`config.mk`:
```
export PLATFORM = sky130hd
export DESIGN_NAME = inst_fetch_unit
export DESIGN_NICKNAME = d
export VERILOG_FILES = /design/src/rtl/fetch_pkg.sv /design/src/rtl/fetch_fifo.sv /design/src/rtl/inst_fetch_unit.sv
export SDC_FILE = /design/constraint.sdc
export NUM_CORES = 1
export LEC_CHECK = 0
export BUFFER_PORTS_ARGS = -buffer_cell sky130_fd_sc_hd__buf_4
export CAP_MARGIN = 10
export CORE_ASPECT_RATIO = 1.5
export CORE_UTILIZATION = 32
export CTS_CLUSTER_DIAMETER = 200
export DETAILED_ROUTE_END_ITERATION = 7
export SYNTH_ARGS = -nofsm -noshare
export SYNTH_HDL_FRONTEND = slang
export SYNTH_HIERARCHICAL = 1
export SYNTH_SLANG_ARGS = --single-unit
```
`constraint.sdc`:
```
create_clock -name clk -period 5.3 [get_ports clk]
set_input_delay 0.795 -clock clk [delete_from_list [all_inputs] [get_ports clk]]
set_output_delay 0.795 -clock clk [all_outputs]
set_load 0.01 [all_outputs]
```
`src/rtl/fetch_pkg.sv`:
```
// Shared types and helpers for the instruction fetch unit.
package fetch_pkg;

   localparam int unsigned XLEN       = 32;
   localparam int unsigned WORD_BYTES = 4;
   localparam logic [5:0]  OPC_J      = 6'h02;
   localparam logic [5:0]  OPC_JAL    = 6'h03;

   // One buffered fetch: the word together with the address it came from.
   typedef struct packed {
      logic [XLEN-1:0] pc;
      logic [XLEN-1:0] instr;
   } fetch_entry_t;

   // J/JAL target: region bits of the delay-slot PC joined with the word index.
   function automatic logic [XLEN-1:0] jump_target(input logic [XLEN-1:0] pc_plus4,
                                                   input logic [XLEN-1:0] instr);
      return {pc_plus4[31:28], instr[25:0], 2'b00};
   endfunction

   function automatic logic is_jump(input logic [XLEN-1:0] instr);
      return (instr[31:26] == OPC_J) || (instr[31:26] == OPC_JAL);
   endfunction

endpackage

```
`src/rtl/fetch_fifo.sv`:
```
// Instruction buffer with registered head; flush drops all entries and freezes the head outputs.
module fetch_fifo
   import fetch_pkg::*;
#(
   parameter int unsigned DEPTH = 2
) (
   input  logic               clk,
   input  logic               rst_n,
   input  logic               push,
   input  logic               pop,
   input  logic               flush,
   input  fetch_entry_t       wdata,
   output logic               full_c,
   output logic               head_load_c,
   output logic [XLEN-1:0]    head_next_pc_c,
   output fetch_entry_t       head,
   output logic               head_vld
);

   localparam int unsigned PTR_W = (DEPTH > 1) ? $clog2(DEPTH) : 1;
   localparam int unsigned CNT_W = $clog2(DEPTH + 1);

   fetch_entry_t     mem [DEPTH];
   logic [PTR_W-1:0] rd_ptr, wr_ptr, rd_next;
   logic [CNT_W-1:0] count, count_after_pop, count_next;
   logic             push_eff, pop_eff;
   fetch_entry_t     head_next;

   // Occupancy bookkeeping and the value the head register takes after this edge.
   always_comb begin
      full_c          = (count == CNT_W'(DEPTH));
      pop_eff         = pop && (count != '0) && !flush;
      push_eff        = push && !flush && (!full_c || pop_eff);
      count_after_pop = count - CNT_W'(pop_eff);
      count_next      = count_after_pop + CNT_W'(push_eff);
      rd_next         = rd_ptr + PTR_W'(pop_eff);
      // An entry written into an otherwise empty buffer becomes the head directly.
      head_next       = (count_after_pop == '0) ? wdata : mem[rd_next];
      head_load_c     = !flush && (count_next != '0);
      head_next_pc_c  = head_next.pc;
   end

   always_ff @(posedge clk) begin
      if (rst_n && push_eff) begin
         mem[wr_ptr] <= wdata;
      end
   end

   always_ff @(posedge clk) begin
      if (!rst_n) begin
         rd_ptr   <= '0;
         wr_ptr   <= '0;
         count    <= '0;
         head     <= '0;
         head_vld <= 1'b0;
      end else if (flush) begin
         rd_ptr   <= '0;
         wr_ptr   <= '0;
         count    <= '0;
         head_vld <= 1'b0;
      end else begin
         rd_ptr   <= rd_next;
         wr_ptr   <= wr_ptr + PTR_W'(push_eff);
         count    <= count_next;
         head_vld <= (count_next != '0);
         if (head_load_c) begin
            head <= head_next;
         end
      end
   end

endmodule

```
`src/rtl/inst_fetch_unit.sv`:
```
// Fetch initiator: owns the PC, pre-decodes J/JAL and buffers words for decode.
module inst_fetch_unit
   import fetch_pkg::*;
#(
   parameter logic [XLEN-1:0] RESET_PC   = 32'h0000_0000,
   parameter int unsigned     FIFO_DEPTH = 2
) (
   input  logic            clk,
   input  logic            rst_n,
   output logic [XLEN-1:0] imem_adr,
   input  logic [XLEN-1:0] imem_data,
   input  logic            redirect_vld,
   input  logic [XLEN-1:0] redirect_pc,
   output logic            inst_vld,
   input  logic            inst_rdy,
   output logic [XLEN-1:0] inst,
   output logic [XLEN-1:0] inst_pc,
   output logic [XLEN-1:0] inst_link
);

   localparam logic [XLEN-1:0] WORD_MASK = ~(XLEN'(WORD_BYTES) - XLEN'(1));

   logic [XLEN-1:0] fetch_pc, pc_plus4, pc_next, link, head_next_pc;
   logic            pop, push, full, head_load, head_vld;
   fetch_entry_t    wdata, head;

   fetch_fifo #(.DEPTH(FIFO_DEPTH)) u_fifo (
      .clk            (clk),
      .rst_n          (rst_n),
      .push           (push),
      .pop            (pop),
      .flush          (redirect_vld),
      .wdata          (wdata),
      .full_c         (full),
      .head_load_c    (head_load),
      .head_next_pc_c (head_next_pc),
      .head           (head),
      .head_vld       (head_vld)
   );

   // Next fetch address: redirect beats pre-decoded jump beats sequential.
   always_comb begin
      pc_plus4    = fetch_pc + XLEN'(WORD_BYTES);
      pop         = head_vld && inst_rdy;
      push        = (!full || pop) && !redirect_vld;
      wdata.pc    = fetch_pc;
      wdata.instr = imem_data;
      pc_next     = fetch_pc;
      if (redirect_vld) begin
         pc_next = redirect_pc & WORD_MASK;
      end else if (push) begin
         pc_next = is_jump(imem_data) ? jump_target(pc_plus4, imem_data) : pc_plus4;
      end
   end

   always_ff @(posedge clk) begin
      if (!rst_n) begin
         fetch_pc <= RESET_PC;
         link     <= '0;
      end else begin
         fetch_pc <= pc_next;
         if (head_load) begin
            link <= head_next_pc + XLEN'(WORD_BYTES);
         end
      end
   end

   assign imem_adr  = fetch_pc;
   assign inst_vld  = head_vld;
   assign inst      = head.instr;
   assign inst_pc   = head.pc;
   assign inst_link = link;

endmodule

```
==> flow_summary.json <==
{
  "yosys-top-cells-area": "edfxtp_1 33%, dfxtp_1 23%, a21oi_1 5.6%",
  "crit_buf_inv": 2,
  "synth_cells": 1094,
  "busiest_layer": "met2",
  "final_cell_area_um2": 14200,
  "drt_iter0_markers": 587,
  "ant_nets": 0,
  "ys_seq_elements": 261,
  "setup_viol": 0,
  "clockRootBuffer": "clkbuf_16",
  "fin_tns_setup_ns": 0,
  "post-route-period-util": 0.750,
  "clk-insertion-delay-late_ns": 0.54,
  "num_rows": 85,
  "ys_seq_area_frac": 0.560,
  "clock_sinks": 261,
  "cp-start-kind": "flop",
  "cts_tree": "yes",
  "vias": 9130,
  "drc": 0,
  "critical_path.max_stage_delay_ns": 0.50,
  "seq_area_um2": 6510,
  "fillerInstances": 3500,
  "start_util": 0.324,
  "wirelength_um": 34500,
  "multi_input_area_um2": 4480,
  "power.total_mw": 4.72,
  "port-buffer-count": 194,
  "yosys.area.top_type_share": 0.331,
  "max_slew_margin": 0.312,
  "grt_pass1_vias": 8952,
  "antenna_cells": 0,
  "cts_max_path_buffers": 3,
  "path_class": "reg -> reg",
  "drv_slew": 0,
  "gr-usage-met2": 0.308,
  "antenna_found_initial": 0,
  "hold_viol": 0,
  "p_sw_frac": 0.248,
  "min_path_cells": 1,
  "outcome": "completed",
  "pwr-share-comb": 0.114,
  "dp_cells": 1677,
  "hold_path_end": "u_fifo/mem[1][26]$_DFFE_PP_",
  "grt_max_degree": 100,
  "end_kind": "flop",
  "critical_path_arrival_ns": 4.43,
  "p_leak_nw": 5.53,
  "fin_skew_ns": 0.0155,
  "tightest_slew_ns": 1.03,
  "final_common_cell": "buf_4",
  "r2r_setup_slack_ns": 1.32,
  "postSynthAreaPerCell_um2": 10.6,
  "layout-drive-gt1-share": 0.219,
  "area_growth_syn_to_layout_pct": 22.0,
  "synth-main-ff-cell": "dfxtp_1",
  "netlist_area_um2": 11600,
  "yosysUniqueCellTypes": 71,
  "die_y_um": 235,
  "overflow": 0,
  "layout.cells.non_filler": 1724,
  "worstPathMaxFanout": 26,
  "vdd_drop_max_mv": 0.263,
  "switchingPower_mw": 1.17,
  "post_dp_cell_area_um2": 13300,
  "slowest_stage": "nand2_2",
  "async_flop_share": 0,
  "final_cell_mix": "207 x buf_4, 133 x dfxtp_1, 129 x a21oi_1",
  "r2r_end": "inst_link[20]$_SDFFE_PN0P_",
  "path_cells": "and2_1, inv_1, nor3_2, ha_1, xnor2_1, nand2_2, a21oi_1, ha_1, and4_1, nor3b_2, buf_4, nand4_1, xor2_1, a21oi_1",
  "hp-class": "in -> reg",
  "p_int_mw": 3.54,
  "drt_first_pass_iters": 5,
  "grt_pass1_wl_um": 53000,
  "cts_buffers": 26,
  "viasPerCell": 5.30,
  "min_period_ns": 3.98,
  "fin_nets": 1299,
  "maxCapViolations": 0,
  "rsz0062_at_grt": "no",
  "core_area_um2": 35800,
  "hp-start": "imem_data[26]",
  "dieArea_um2": 37100,
  "yosysWarnings": 6,
  "cts_resized": 0,
  "cts_setup_buffers": 0,
  "cp.required_ns": 5.76,
  "grt.met1_usage": 0.225,
  "seqPwrFrac": 0.489,
  "power_density_nw_per_um2": 332,
  "cp_top_family": "simple AND/OR/NAND/NOR gates",
  "hpwl_um": 23400,
  "cp-startpoint": "u_fifo/head_vld$_SDFF_PP0_",
  "r2r-start": "u_fifo/head_vld$_SDFF_PP0_",
  "synth_edf_count": 128,
  "cts_hold_buf": 0,
  "syn-num-nets": 1166,
  "grtUsageMet3": 0.0363,
  "track_usage": 0.185,
  "die_x_um": 158,
  "routedWlPerCell_um": 20.0,
  "path_clk_slew_ns": 0.07,
  "gp_congestion": 0.794,
  "timing.fmax_mhz": 251,
  "p_clk_frac": 0.397,
  "htree_levels": 1,
  "design.portCount": 197,
  "synth_largest_area_cell": "edfxtp_1",
  "r2r_cells": 14
}
==> power groups by stage <==
stage	Combinational, mW	Sequential (mW)	Clock [mW]
final	0.540	2.30	1.87
after floorplan	0.279	2.36	0
after global routing	0.594	2.31	2.00
after CTS	0.546	2.30	1.92
after global placement	0.536	2.34	0
after detailed placement	0.543	2.35	0
==> worst reg2reg max path, delay by kind of cell (launching register included) <==
family | cells | cell delay, ns
compound gates | 2 | 0.59
buf+inv | 2 | 0.27
xor+xnor | 2 | 0.46
fa+ha+maj | 2 | 0.53
simple gates | 6 | 1.65
flops | 1 | 0.39
==> layout make-up <==
class | count | share of cell area
Clock buffer | 36 | 0.0507
Sequential cell | 261 | 0.459
Tap cell | 478 | 0.0422
Multi-Input combinational cell | 706 | 0.316
Clock inverter | 11 | 0.00935
Timing Repair Buffer | 213 | 0.118
Inverter | 19 | 0.00538
==> routing by layer <==
metal / wire length (um) / up-vias
li1: - / 4303
met1: 13900 / 4457
met2: 16800 / 303
met3: 2190 / 67
met4: 1580 / 0
met5: 0 / -
==> worst max-delay path by stage <==
stage | slack, ns | cells past startpoint | end
2_1_floorplan | 0.70 | 6 | u_fifo/mem[0][0]$_DFFE_PP_
3_3_place_gp | 0.95 | 15 | inst_link[17]$_SDFFE_PN0P_
3_5_place_dp | 0.85 | 15 | inst_link[17]$_SDFFE_PN0P_
4_1_cts | 1.31 | 14 | inst_link[17]$_SDFFE_PN0P_
5_1_grt | 1.03 | 13 | inst_link[31]$_SDFFE_PN0P_
6_report | 1.32 | 14 | inst_link[20]$_SDFFE_PN0P_
==> kinds of logic after synthesis <==
family          synth area share
xor+xnor                  0.0372
mux                       0.0553
simple gates               0.116
fa+ha+maj                0.00430
buf+inv                   0.0593
flops                      0.560
compound gates             0.168
==> through the flow <==
step	hold slack, ns	setup slack, ns	util
2_1_floorplan	0.491	0.698	-
3_3_place_gp	0.459	0.952	0.372
3_5_place_dp	0.476	0.853	0.372
4_1_cts	0.432	1.31	0.396
5_1_grt	0.436	1.03	0.396
6_report	0.461	1.32	0.396
==> flip-flops by register name, indices dropped and copies added, names as in the netlist <==
| name | count |
|---|---|
| u_fifo/head | 64 |
| imem_adr | 32 |
| u_fifo/head_vld | 1 |
| u_fifo/rd_ptr | 1 |
| u_fifo/wr_ptr | 1 |
| u_fifo/mem | 128 |
| inst_link | 32 |
| u_fifo/count | 2 |
==> synthesized netlist by cell type (all sizes together), types with 9 or more instances <==
cell type,n
a221oi,33
xor2,25
nand2,54
inv,17
mux2i,62
clkbuf,45
nor3,23
nand4,16
edfxtp,128
dfxtp,133
nor3b,9
a21oi,129
nor4,10
a211oi,40
xnor2,21
buf,63
o22ai,10
nand3,26
nor2,104
o21ai,55
(Power assumes the default switching activity.)
